<file path="src/rtl/riscv_issue_ctrl.sv">
// riscv_issue_ctrl: one-entry issue buffer in front of riscv_exec with RAW
// forwarding (or a one-cycle stall), writeback of the exec result, branch
// redirect/flush and a sticky illegal-instruction fault latch.
module riscv_issue_ctrl #(
  parameter logic FWD_EN  = 1'b1,
  parameter int   COUNT_W = 32
) (
  input  logic               InClk,
  input  logic               InRstN,
  input  logic               InFetchValid,
  input  logic [31:0]        InFetchOpcode,
  input  logic [31:0]        InFetchPc,
  input  logic               InFetchInvalid,
  input  logic [4:0]         InFetchRdIdx,
  input  logic [4:0]         InFetchRaIdx,
  input  logic [4:0]         InFetchRbIdx,
  output logic               OutFetchAccept,
  output logic               OutFetchRedirect,
  output logic [31:0]        OutFetchRedirectPc,
  input  logic               InStall,
  output logic [4:0]         OutRfRaIdx,
  output logic [4:0]         OutRfRbIdx,
  input  logic [31:0]        InRfRaValue,
  input  logic [31:0]        InRfRbValue,
  output logic               OutRfWrEn,
  output logic [4:0]         OutRfWrIdx,
  output logic [31:0]        OutRfWrData,
  output logic               OutExecValid,
  output logic [31:0]        OutExecOpcode,
  output logic [31:0]        OutExecPc,
  output logic               OutExecInvalid,
  output logic [4:0]         OutExecRdIdx,
  output logic [4:0]         OutExecRaIdx,
  output logic [4:0]         OutExecRbIdx,
  output logic [31:0]        OutExecRaOperand,
  output logic [31:0]        OutExecRbOperand,
  output logic               OutExecHold,
  input  logic [31:0]        InExecWbValue,
  input  logic               InBranchRequest,
  input  logic               InBranchIsTaken,
  input  logic [31:0]        InBranchPc,
  output logic               OutFault,
  output logic [31:0]        OutFaultPc,
  output logic [COUNT_W-1:0] OutIssueCount
);

  typedef enum logic [1:0] {ST_RUN, ST_BR_WAIT, ST_FAULT} state_t;

  state_t              r_state, w_state_nxt;
  logic                r_buf_valid, r_buf_inv;
  logic [31:0]         r_buf_op, r_buf_pc;
  logic [4:0]          r_buf_rd, r_buf_ra, r_buf_rb;
  logic                r_pend_valid;
  logic [4:0]          r_pend_rd;
  logic                r_fault;
  logic [31:0]         r_fault_pc;
  logic [COUNT_W-1:0]  r_cnt;

  logic w_run, w_is_ctrl, w_dep_a, w_dep_b, w_raw_stall, w_issue, w_accept;
  logic w_take, w_br_taken, w_fault_hit, w_pend_live;
  logic [31:0] w_ra_op, w_rb_op;

  assign w_run       = (r_state == ST_RUN);
  assign w_is_ctrl   = (r_buf_op[6:0] == 7'b1101111) | (r_buf_op[6:0] == 7'b1100111) |
                       (r_buf_op[6:0] == 7'b1100011);
  // x0 is never a real producer, so it never forwards or stalls
  assign w_pend_live = r_pend_valid & (r_pend_rd != 5'd0);
  assign w_dep_a     = w_pend_live & (r_buf_ra == r_pend_rd);
  assign w_dep_b     = w_pend_live & (r_buf_rb == r_pend_rd);
  assign w_raw_stall = ~FWD_EN & (w_dep_a | w_dep_b);
  assign w_issue     = w_run & r_buf_valid & ~r_buf_inv & ~InStall & ~w_raw_stall;
  // accept is held low while reset is asserted so the fetch side sees an idle port
  assign w_accept    = InRstN & w_run & (~r_buf_valid | w_issue);
  assign w_take      = w_accept & InFetchValid;
  assign w_br_taken  = (r_state == ST_BR_WAIT) & InBranchRequest & InBranchIsTaken;
  assign w_fault_hit = w_run & r_buf_valid & r_buf_inv;

  assign w_ra_op = (FWD_EN & w_dep_a) ? InExecWbValue : InRfRaValue;
  assign w_rb_op = (FWD_EN & w_dep_b) ? InExecWbValue : InRfRbValue;

  assign OutFetchAccept     = w_accept;
  assign OutFetchRedirect   = w_br_taken;
  assign OutFetchRedirectPc = w_br_taken ? InBranchPc : 32'd0;
  assign OutRfRaIdx         = r_buf_ra;
  assign OutRfRbIdx         = r_buf_rb;
  assign OutRfWrEn          = w_pend_live;
  assign OutRfWrIdx         = r_pend_rd;
  assign OutRfWrData        = r_pend_valid ? InExecWbValue : 32'd0;
  assign OutExecValid       = w_issue;
  assign OutExecHold        = ~w_issue;
  assign OutExecOpcode      = r_buf_op;
  assign OutExecPc          = r_buf_pc;
  assign OutExecInvalid     = 1'b0;
  assign OutExecRdIdx       = r_buf_rd;
  assign OutExecRaIdx       = r_buf_ra;
  assign OutExecRbIdx       = r_buf_rb;
  assign OutExecRaOperand   = r_buf_valid ? w_ra_op : 32'd0;
  assign OutExecRbOperand   = r_buf_valid ? w_rb_op : 32'd0;
  assign OutFault           = r_fault;
  assign OutFaultPc         = r_fault_pc;
  assign OutIssueCount      = r_cnt;

  // state register
  always_ff @(posedge InClk or negedge InRstN) begin
    if (!InRstN) r_state <= ST_RUN;
    else         r_state <= w_state_nxt;
  end

  // next state: fault at head wins over everything, control ops wait one cycle for the outcome
  always_comb begin
    w_state_nxt = r_state;
    case (r_state)
      ST_RUN: begin
        if (w_fault_hit)             w_state_nxt = ST_FAULT;
        else if (w_issue & w_is_ctrl) w_state_nxt = ST_BR_WAIT;
      end
      ST_BR_WAIT: w_state_nxt = ST_RUN;
      ST_FAULT:   w_state_nxt = ST_FAULT;
      default:    w_state_nxt = ST_RUN;
    endcase
  end

  // issue buffer: taken branch drops the wrong-path entry, else load on take, drain on issue
  always_ff @(posedge InClk or negedge InRstN) begin
    if (!InRstN) begin
      r_buf_valid <= 1'b0;
      r_buf_inv   <= 1'b0;
      r_buf_op    <= 32'd0;
      r_buf_pc    <= 32'd0;
      r_buf_rd    <= 5'd0;
      r_buf_ra    <= 5'd0;
      r_buf_rb    <= 5'd0;
    end else if (w_br_taken) begin
      r_buf_valid <= 1'b0;
    end else if (w_take) begin
      r_buf_valid <= 1'b1;
      r_buf_inv   <= InFetchInvalid;
      r_buf_op    <= InFetchOpcode;
      r_buf_pc    <= InFetchPc;
      r_buf_rd    <= InFetchRdIdx;
      r_buf_ra    <= InFetchRaIdx;
      r_buf_rb    <= InFetchRbIdx;
    end else if (w_issue) begin
      r_buf_valid <= 1'b0;
    end
  end

  // pending writeback tracks the single instruction whose result arrives next cycle
  always_ff @(posedge InClk or negedge InRstN) begin
    if (!InRstN) begin
      r_pend_valid <= 1'b0;
      r_pend_rd    <= 5'd0;
    end else begin
      r_pend_valid <= w_issue;
      if (w_issue) r_pend_rd <= r_buf_rd;
    end
  end

  // sticky fault latch and wrapping issue counter
  always_ff @(posedge InClk or negedge InRstN) begin
    if (!InRstN) begin
      r_fault    <= 1'b0;
      r_fault_pc <= 32'd0;
      r_cnt      <= '0;
    end else begin
      if (w_fault_hit) begin
        r_fault    <= 1'b1;
        r_fault_pc <= r_buf_pc;
      end
      if (w_issue) r_cnt <= r_cnt + {{(COUNT_W-1){1'b0}}, 1'b1};
    end
  end

endmodule

</file>
<file path="config.mk">
export PLATFORM = sky130hd
export DESIGN_NAME = riscv_issue_ctrl
export DESIGN_NICKNAME = d
export VERILOG_FILES = /design/src/rtl/riscv_issue_ctrl.sv
export SDC_FILE = /design/constraint.sdc
export NUM_CORES = 1
export LEC_CHECK = 0
export ABC_CLOCK_PERIOD_IN_PS = 2700
export CAP_MARGIN = 20
export CORE_AREA = 3 3 198 200
export DETAILED_ROUTE_END_ITERATION = 10
export DIE_AREA = 0 0 201 203
export HOLD_SLACK_MARGIN = 0.02
export SYNTH_ARGS = -nofsm -noshare
export SYNTH_HDL_FRONTEND = slang
export SYNTH_SLANG_ARGS = --single-unit
</file>
<file path="constraint.sdc">
create_clock -name InClk -period 2.7 [get_ports InClk]
set_input_delay 0.54 -clock InClk [delete_from_list [all_inputs] [get_ports InClk]]
set_output_delay 0.54 -clock InClk [all_outputs]
set_load 0.01 [all_outputs]
</file>
==> reports/qor.yml <==
postRouteAntennaNets: 0
pwr-share-comb_pct: 49.3
required_ps: 2160
clk_path_buf_depth: 2
timing.fmax_ghz: 0.340
synth_top_area_cell: "dfrtp_1"
grtUsageTotal_pct: 17.2
tightest_slew_ps: 869
via_per_inst: 4.33
gp_routability_congestion: 0.920
cts.reportedPaths.clkPinSlew_ps: 60
synth_most_common_cell: "dfrtp_1"
synth.avg_cell_area_um2: 10.5
diodes: 0
area_growth_pct: 92.1
synth_cell_type_count: 38
placed_area_um2: 13500
drt_iter0_drc: 283
fin_cells: 1792
grt_start_max_net_pins: 85
path_max_fanout: 5
synthAdderAreaFrac_pct: 0.163
arrival_ps: 2400
first_pass_iters: 5
fp.dieW_um: 201
synth.top_cells.by_count: "dfrtp_1, mux2_2, nand2_1, nand3_1, and2_1"
ys_warn_count: 0
port_buffers: 505
synth_compound_area_share_pct: 4.43
synth_ff_type: "dfrtp_1"
pin_count: 507
insertion_delay_ps: 420
cts_tree: "done"
synthCells: 732
peakVddDrop_v: 0.000563
num_vias: 7751
setup_viol: 64
ys_seq_elements: 154
crit_type: "flip-flop to output pin"
fin_util_pct: 39.1
synth_top_area_share_pct: 50.3
cts_buffers: 17
fp.dieH_um: 203
root_buffer: "clkbuf_16"
p_sw_mw: 4.34
final_area_um2: 14700
p_seq_share_pct: 31.6
place_inst: 1730
synth_mux_area_share_pct: 16.5
r2r-start: "OutIssueCount[8]"
synthTopCellsByArea: "dfrtp_1, mux2_2, and2_1"
timing.final.crit_share_pct: 109
ys_seq_area_share_pct: 50.3
rows: 71
synth_edf_count: 0
hold_path.class: "input pin to asynchronous set/reset pin"
cap_violations: 0
p_int_mw: 7.99
critPathCaptureType: "output pin"
antenna_found_initial: 1
drive_gt1_share_pct: 27.9
synthXorXnorAreaFrac_pct: 4.69
cts_hold_buffers: 0
grt_pass1_vias: 8328
power_density_nw_per_um2: 839
initial_core_util_pct: 20.4
synth_top_family_by_area: "simple AND/OR/NAND/NOR gates"
finalPower_mw: 12.3
finClkSkew_ps: 14.0
hold_viol_final: 0
syn_nets: 947
r2r_end: "OutIssueCount[17]"
die_area_um2: 40800
p_leak_nw: 6.49
async_flop_share_pct: 100
drt_drc_violations_left: 0
endpoint: "OutExecRbOperand[25]"
wirelength_um: 36800
violations: "setup timing"
synth_area_um2: 7650
slew_viol_final: 0
clkPwrFrac_pct: 19.0
relSlewSlack_pct: 42.0
startpoint: "OutRfWrIdx[3]"
grt_overflow: 0
dp_hpwl_um: 27500
crit_path_start_kind: "flip-flop"
status: "complete, but fails checks"
coreArea_um2: 37600
grt_pass1_wl_um: 53200
setup_slack_ps: -237
h-tree-depth: 4
clock_sinks: 154
switching_share_pct: 35.2
grt_setup_unrepaired: "true"
r2r_cells: 5
reg2reg_slack_ps: 770
routedWlPerCell_um: 20.5
finalCriticalPeriod_ps: 2940
dp_slack_ps: -157
final_nets: 1483
synthSimpleGateAreaFrac_pct: 19.7
==> cells by family after synthesis <==
group | after synthesis
compound gates | 67
buf+inv | 65
mux | 112
xor+xnor | 41
fa+ha+maj | 1
flops | 154
other cells | 1
simple gates | 291
==> state kept, by name, summed over array words and instances (netlist names) <==
register and flops:
r_pend_valid 1, r_state 2, OutIssueCount 32, OutExecRdIdx 5, r_buf_inv 1, OutFault 1
OutExecRbIdx 5, OutExecPc 32, r_buf_valid 1, OutExecOpcode 32, OutFaultPc 32, OutExecRaIdx 5
OutRfWrIdx 5
==> worst min path at each step <==
| stage | endpoint | slack (ps) | depth (start not counted) |
|---|---|---|---|
| 2_1_floorplan | OutExecOpcode[0] | 240 | 0 |
| 6_report | OutExecPc[2] | 220 | 2 |
| 3_3_place_gp | OutIssueCount[31] | 460 | 1 |
| 3_5_place_dp | OutFault | 460 | 1 |
| 5_1_grt | OutFaultPc[14] | 250 | 2 |
| 4_1_cts | OutFaultPc[14] | 240 | 2 |
==> final cells by class <==
type / instances / area [µm²]
Clock inverter: 11 / 110
Fill cell: 3745 / 22900
Inverter: 9 / 33.8
Tap cell: 511 / 639
Sequential cell: 154 / 3860
Timing Repair Buffer: 573 / 5710
Multi-Input combinational cell: 513 / 3880
Clock buffer: 21 / 470
==> power groups by stage <==
stage          Clock, mW  Combinational, mW  Sequential [mW]
6_report            2.35               6.08             3.90
5_1_grt             2.52               6.49             4.04
4_1_cts             2.43               6.02             3.91
3_5_place_dp           0               6.10             3.92
3_3_place_gp           0               6.11             3.89
2_1_floorplan          0               2.01             4.23
==> layout by cell type (no fill, tap or decap), types with 4 or more instances in the layout <==
master / n
clkbuf_2: 10
dlymetal6s2s_1: 18
xnor2_1: 23
o21ai_2: 22
nand2_1: 97
mux2_2: 112
nand3_1: 49
dlygate4sd2_1: 7
buf_2: 45
dfrtp_1: 153
inv_1: 7
o21ai_1: 34
buf_16: 5
nor2_1: 14
xor2_1: 15
clkbuf_16: 19
and3_1: 4
o21ai_4: 9
nand3_4: 4
buf_6: 23
and2_1: 64
nand3_2: 26
buf_12: 13
clkdlybuf4s50_1: 414
nand4_1: 7
nor3_1: 7
buf_4: 32
==> critical path, stage by stage (launching register included) <==
cell and delay (ps):
dfrtp_1 390, or4_4 550, o21ai_4 190, nor4_4 60
buf_6 150, buf_12 130, buf_12 120, buf_8 120
nand3_2 80, o21ai_4 60, buf_6 120
==> per-layer routing <==
metal  global-route usage (%)  vias to the layer above  wire length (µm)
met2                     30.9                      362             18800
met5                        0                        -                10
met1                     18.6                     3791             13900
met4                     6.35                        2              1090
li1                         -                     3558                 -
met3                     5.93                       38              2870
==> through the flow <==
step / hold slack [ps] / setup TNS (ps)
floorplan: 244 / 0
global placement: 459 / -2680
detailed placement: 462 / -4600
CTS: 237 / -15840
global route: 246 / -17320
finish: 219 / -9690
==> what timing repair did <==
action	CTS	global route
gates resized for setup	296	93
cloned	9	2
endpoints found under the setup margin	76	90
setup buffers	39	6
pin swaps	14	22
(Power assumes the default switching activity.)
